===== src/rtl/stage_pkg.sv =====
// Types and constants shared by the stage sequencer and the stage renderer.
package stage_pkg;

  typedef enum logic [2:0] {
    S_IDLE  = 3'd0,
    S_SRST  = 3'd1,
    S_LOAD  = 3'd2,
    S_RUN   = 3'd3,
    S_PAUSE = 3'd4,
    S_OVER  = 3'd5,
    S_CLEAR = 3'd6
  } scroll_state_t;

  localparam int H_RES = 800;
  localparam int V_RES = 600;
  localparam int MAP_W = 16;
  localparam int CORDW = 16;

endpackage


===== src/rtl/frame_tick_gen.sv =====
// Registered one-cycle frame tick at the first vertical-blank line (sx==0, sy==V_RES).
module frame_tick_gen #(
  parameter int CORDW = 16,
  parameter int V_RES = 600
) (
  input  logic                    i_clk_pix,
  input  logic                    i_rst,
  input  logic signed [CORDW-1:0] i_sx,
  input  logic signed [CORDW-1:0] i_sy,
  output logic                    o_tick
);

  localparam logic signed [CORDW-1:0] LP_VY = CORDW'(V_RES);

  logic w_raw;
  assign w_raw = (i_sx == '0) && (i_sy == LP_VY);

  always_ff @(posedge i_clk_pix) begin
    if (i_rst) o_tick <= 1'b0;
    else       o_tick <= w_raw;
  end

endmodule


===== src/rtl/stage_scroll_ctrl.sv =====
// Stage sequencer: renderer reset/start/load handshake, per-frame map scroll,
// pause, game-over, stage-clear and restart handling.
module stage_scroll_ctrl
  import stage_pkg::*;
#(
  parameter int MAP_W     = stage_pkg::MAP_W,
  parameter int CORDW     = stage_pkg::CORDW,
  parameter int H_RES     = stage_pkg::H_RES,
  parameter int V_RES     = stage_pkg::V_RES,
  parameter int MAP_LEN   = 4000,
  parameter int SPEED_MAX = 8,
  parameter int LOAD_TMO  = 4096,
  parameter int SRST_CYC  = 2
) (
  input  logic                    i_clk_pix,
  input  logic                    i_rst,
  input  logic signed [CORDW-1:0] i_sx,
  input  logic signed [CORDW-1:0] i_sy,
  input  logic                    i_game_start,
  input  logic                    i_pause,
  input  logic                    i_game_over,
  input  logic [3:0]              i_speed,
  input  logic                    i_stage_ready,
  output logic                    o_stage_rst,
  output logic                    o_stage_start,
  output logic [MAP_W-1:0]        o_map_x,
  output logic                    o_frame_tick,
  output logic [2:0]              o_state,
  output logic                    o_finished,
  output logic                    o_load_err
);

  localparam int SCW = $clog2(SRST_CYC + 1);
  localparam int LCW = $clog2(LOAD_TMO);
  localparam logic [SCW-1:0]   LP_SRST_LAST = SCW'(SRST_CYC - 1);
  localparam logic [LCW-1:0]   LP_TMO_LAST  = LCW'(LOAD_TMO - 1);
  localparam logic [MAP_W:0]   LP_LIM       = (MAP_W+1)'(MAP_LEN - H_RES);
  localparam logic [3:0]       LP_SPMAX     = 4'(SPEED_MAX);

  scroll_state_t    r_state, w_state_nxt;
  logic [MAP_W-1:0] r_map_x, w_map_nxt;
  logic [SCW-1:0]   r_srst_cnt, w_srst_nxt;
  logic [LCW-1:0]   r_load_cnt, w_load_nxt;
  logic             r_load_err, w_err_nxt;
  logic             r_stage_rst, r_stage_start, r_finished, r_start_q;
  logic             w_tick, w_start_rise;
  logic [3:0]       w_step;
  logic [MAP_W:0]   w_sum;

  frame_tick_gen #(.CORDW(CORDW), .V_RES(V_RES)) u_tick (
    .i_clk_pix (i_clk_pix),
    .i_rst     (i_rst),
    .i_sx      (i_sx),
    .i_sy      (i_sy),
    .o_tick    (w_tick)
  );

  // Restart only on a fresh rise, so a held start button cannot loop the stage.
  assign w_start_rise = i_game_start & ~r_start_q;
  assign w_step       = (i_speed > LP_SPMAX) ? LP_SPMAX : i_speed;
  assign w_sum        = {1'b0, r_map_x} + {{(MAP_W-3){1'b0}}, w_step};

  always_ff @(posedge i_clk_pix) begin
    if (i_rst) begin
      r_state       <= S_IDLE;
      r_map_x       <= '0;
      r_srst_cnt    <= '0;
      r_load_cnt    <= '0;
      r_load_err    <= 1'b0;
      r_stage_rst   <= 1'b0;
      r_stage_start <= 1'b0;
      r_finished    <= 1'b0;
      r_start_q     <= 1'b0;
    end else begin
      r_state       <= w_state_nxt;
      r_map_x       <= w_map_nxt;
      r_srst_cnt    <= w_srst_nxt;
      r_load_cnt    <= w_load_nxt;
      r_load_err    <= w_err_nxt;
      r_stage_rst   <= (w_state_nxt == S_SRST);
      r_stage_start <= (r_state == S_LOAD) && (r_load_cnt == '0);
      r_finished    <= (w_state_nxt == S_CLEAR);
      r_start_q     <= i_game_start;
    end
  end

  always_comb begin
    w_state_nxt = r_state;
    w_map_nxt   = r_map_x;
    w_srst_nxt  = r_srst_cnt;
    w_load_nxt  = r_load_cnt;
    w_err_nxt   = r_load_err;
    case (r_state)
      S_IDLE: begin
        if (w_start_rise) begin
          w_state_nxt = S_SRST;
          w_srst_nxt  = '0;
        end
      end
      S_SRST: begin
        w_map_nxt  = '0;
        w_err_nxt  = 1'b0;
        w_load_nxt = '0;
        if (r_srst_cnt == LP_SRST_LAST) w_state_nxt = S_LOAD;
        else                            w_srst_nxt  = r_srst_cnt + 1'b1;
      end
      S_LOAD: begin
        if (i_stage_ready) begin
          w_state_nxt = S_RUN;
        end else if (r_load_cnt == LP_TMO_LAST) begin
          w_err_nxt   = 1'b1;
          w_state_nxt = S_IDLE;
        end else begin
          w_load_nxt = r_load_cnt + 1'b1;
        end
      end
      S_RUN: begin
        if (i_game_over) begin
          w_state_nxt = S_OVER;
        end else if (i_pause) begin
          w_state_nxt = S_PAUSE;
        end else if (w_tick) begin
          if (w_sum >= LP_LIM) begin
            w_map_nxt   = LP_LIM[MAP_W-1:0];
            w_state_nxt = S_CLEAR;
          end else begin
            w_map_nxt = w_sum[MAP_W-1:0];
          end
        end
      end
      S_PAUSE: begin
        if (i_game_over)   w_state_nxt = S_OVER;
        else if (!i_pause) w_state_nxt = S_RUN;
      end
      S_OVER, S_CLEAR: begin
        if (w_start_rise) begin
          w_state_nxt = S_SRST;
          w_srst_nxt  = '0;
        end
      end
      default: w_state_nxt = S_IDLE;
    endcase
  end

  assign o_stage_rst   = r_stage_rst;
  assign o_stage_start = r_stage_start;
  assign o_map_x       = r_map_x;
  assign o_frame_tick  = w_tick;
  assign o_state       = r_state;
  assign o_finished    = r_finished;
  assign o_load_err    = r_load_err;

endmodule

===== config.mk =====
export PLATFORM = sky130hd
export DESIGN_NAME = stage_scroll_ctrl
export DESIGN_NICKNAME = d
export VERILOG_FILES = /design/src/rtl/stage_pkg.sv /design/src/rtl/frame_tick_gen.sv /design/src/rtl/stage_scroll_ctrl.sv
export SDC_FILE = /design/constraint.sdc
export NUM_CORES = 1
export LEC_CHECK = 0
export CORE_ASPECT_RATIO = 2
export CORE_MARGIN = 2
export CORE_UTILIZATION = 48
export DETAILED_ROUTE_END_ITERATION = 16
export PLACE_DENSITY = 0.91
export RECOVER_POWER = 50
export SYNTH_ARGS = -nofsm -noshare
export SYNTH_HDL_FRONTEND = slang
export SYNTH_HIERARCHICAL = 1
export SYNTH_SLANG_ARGS = --single-unit

===== constraint.sdc =====
create_clock -name i_clk_pix -period 3 [get_ports i_clk_pix]
set_input_delay 0.3 -clock i_clk_pix [delete_from_list [all_inputs] [get_ports i_clk_pix]]
set_output_delay 0.3 -clock i_clk_pix [all_outputs]
set_load 0.005 [all_outputs]

==> results.sh <==
export IMPL_cts_root_buf="clkbuf_8"
export IMPL_cap_violations=0
export IMPL_grtUsageTotal_pct=26.0
export IMPL_max_freq_mhz=347
export IMPL_worstPathRequired_ns=3.21
export IMPL_synthDistinctLibCells=60
export IMPL_ys_seq_elements=39
export IMPL_final_util_pct=68.6
export IMPL_finalSetupViolCount=0
export IMPL_grt_pass1_wl_um=11000
export IMPL_synth_area_leaders="dfxtp_1 (32%), nand2_1 (4.8%), nor2_1 (4.7%)"
export IMPL_gr_total_overflow=0
export IMPL_outcome="complete, no violations"
export IMPL_p_leak_nw=1.31
export IMPL_multiInputGateArea_sq_mm=0.00153
export IMPL_fillers=382
export IMPL_routedWlPerCell_um=16.9
export IMPL_ys_seq_area_share_pct=32.4
export IMPL_htree_levels=2
export IMPL_worstPathMaxFanout=5
export IMPL_grt_pass1_vias=2430
export IMPL_worst_pin_slew_ns=0.770
export IMPL_cts_tree="done"
export IMPL_ant_nets=0
export IMPL_dieWidth_um=54.1
export IMPL_ios=66
export IMPL_core_area_sq_mm=0.00486
export IMPL_clock_latency_ns=0.29
export IMPL_worstSetupPathType="in -> reg"
export IMPL_finalPower_w=0.00141
export IMPL_hold_path_class="reg -> reg"
export IMPL_synthesis_nets=344
export IMPL_cts_buffers=5
export IMPL_cts_sinks=39
export IMPL_synth_top_area_share_pct=32.4
export IMPL_fin_crit_sh_pct=96.0
export IMPL_cp_start_kind="input pin"
export IMPL_synth_largest_area_cell="dfxtp_1"
export IMPL_async_flop_share_pct=0
export IMPL_antenna_found_initial=0
export IMPL_start_util_pct=49.5
export IMPL_slew_headroom_pct=48.6
export IMPL_drv_slew=0
export IMPL_drive_gt1_share_pct=12.9
export IMPL_die_area_sq_mm=0.00563
export IMPL_drt_iter0_drc=72
export IMPL_synth_area_per_cell_sq_um=8.18
export IMPL_fin_ws_ns=0.121
export IMPL_nets=421
export IMPL_syn_inst=294
export IMPL_clockBufferDepth=2
export IMPL_synth_edff_count=0
export IMPL_drc=0
export IMPL_yosys_most_used_dff="dfxtp_1"
export IMPL_routed_via_count=2538
export IMPL_n_antenna_cell=0
export IMPL_finalHoldViolCount=0
export IMPL_cellPowerDensity_mw_per_mm2=424
export IMPL_grt_start_max_net_pins=22
export IMPL_dpl_worst_slack_ns=-0.254
export IMPL_routed_wl_um=7240
export IMPL_area_growth_pct=38.7
export IMPL_synth_warnings=6
export IMPL_endpoint_kind="flop"
export IMPL_seqCellArea_sq_um=781
export IMPL_via_per_inst=5.92
export IMPL_io_buffer_count=65
export IMPL_ir_worst_vdd_mv=0.429
export IMPL_rows=36
export IMPL_cts_hold_buf=0
export IMPL_hpwl_um=5490
export IMPL_r2r_slack_ns=0.32
export IMPL_tns_ns=0
export IMPL_die_y_um=104
export IMPL_mappedNetlistArea_sq_mm=0.00241
export IMPL_path_clk_slew_ns=0.08
export IMPL_dr_pass1_iters=5
export IMPL_gp_congestion=0.943
export IMPL_period_minus_slack_ns=2.88
export IMPL_fin_skew_ns=0.00632
export IMPL_crit_arrival_ns=3.09
[layer usage]
layer	vias to the layer above	track usage [%]	routed length [um]
met2	113	47.9	4050
met1	1162	24.6	2460
met3	34	5.60	369
li1	1229	-	-
met4	0	13.4	358
met5	-	0	0
[worst max-delay path: stages]
cell and delay (ns):
clkdlybuf4s50_1 0.45, nor2b_2 0.13, ha_2 0.17, inv_1 0.05, fa_2 0.34, nand2b_4 0.18, a211oi_4 0.27, xor2_1 0.13
nor4_2 0.37, or2_1 0.26, nand3_1 0.21, o21ai_0 0.23
[cell usage after synthesis (2+ instances only)]
cell type and number:
dfxtp_1 39, nand2_1 31, nor2_1 30, a21oi_1 21, o21ai_0 15, nor4_1 11, inv_1 9, nand4_1 9
nor3_1 9, xor2_1 9, ha_1 7, nand3_1 7, a21o_1 6, and2_1 6, nand2b_1 6, buf_6 5
clkbuf_1 5, nor4_2 5, nor2b_1 4, o22ai_1 4, a41o_1 3, and3_1 3, nor3b_1 3, or3_1 3
a31oi_1 2, and4_1 2, nand3b_1 2, o2111ai_1 2, o211ai_2 2, o21ai_1 2, or2_2 2, xnor2_1 2
[metrics by stage]
step	cell area [sq um]	hold slack [ns]	cells
after floorplan	2410	0.428	294
after global placement	3160	0.459	420
after detailed placement	3160	0.462	420
after CTS	3290	0.485	428
after global routing	3340	0.505	429
final	3340	0.474	429
[layout by cell type, fill, tap and decap left out, types with 3 or more instances in the layout]
master,netlist,final
a21o_1,6,6
a21oi_1,21,21
a41o_1,3,3
and2_0,0,3
and2_1,6,3
and3_1,3,3
buf_4,1,15
clkbuf_1,5,3
clkbuf_8,0,5
clkdlybuf4s50_1,0,42
dfxtp_1,39,39
dlygate4sd3_1,0,22
ha_1,7,6
inv_1,9,9
nand2_1,31,31
nand2b_1,6,5
nand3_1,7,7
nand4_1,9,9
nor2_1,30,30
nor2b_1,4,3
nor3_1,9,9
nor3b_1,3,3
nor4_1,11,10
nor4_2,5,5
o21ai_0,15,15
o22ai_1,4,4
or3_1,3,3
xor2_1,9,9
[registers in the layout, indices dropped and copies added, names as in the netlist]
register,cells
o_finished,1
o_load_err,1
o_map_x,16
o_stage_rst,1
o_stage_start,1
o_state,3
r_load_cnt,12
r_srst_cnt,2
r_start_q,1
u_tick/o_tick,1
[path summary, 6_finish.rpt]
check | startpoint | end | cells past startpoint
max | i_speed[0] | o_map_x[2] | 12
min | o_load_err | o_load_err | 2
max reg2reg | o_map_x[0] | o_map_x[2] | 10
min reg2reg | o_load_err | o_load_err | 2
[final cells by class]
cell class | instances | share of cell area, %
sequential | 39 | 23.4
multi-input combinational | 233 | 46.0
timing repair buffer | 83 | 23.5
clock buffer | 6 | 2.17
inverter | 9 | 1.01
clock inverter | 2 | 1.80
tap | 57 | 2.14
[power by group]
group	switching (W)	internal, W
combinational	0.000158	0.000161
clock	0.000187	0.000333
sequential	0.0000347	0.000541
[cell families (layout without fill, tap and decap cells)]
kind of cell / count (synthesis) / after routing / synth area share (%)
XOR/XNOR: 11 / 11 / 4.00
AND/OR/NAND/NOR: 142 / 142 / 32.3
flip-flops: 39 / 39 / 32.4
multiplexers: 1 / 1 / 0.468
AO/OA/AOI/OAI: 71 / 71 / 21.0
adder cells (fa/ha/maj): 8 / 8 / 4.47
buffers and inverters: 22 / 100 / 5.36
[what timing repair did]
item,in CTS,in global routing
resized for setup,0,11
setup buffers,0,1
setup endpoints to repair,0,12
(Power assumes the default switching activity.)
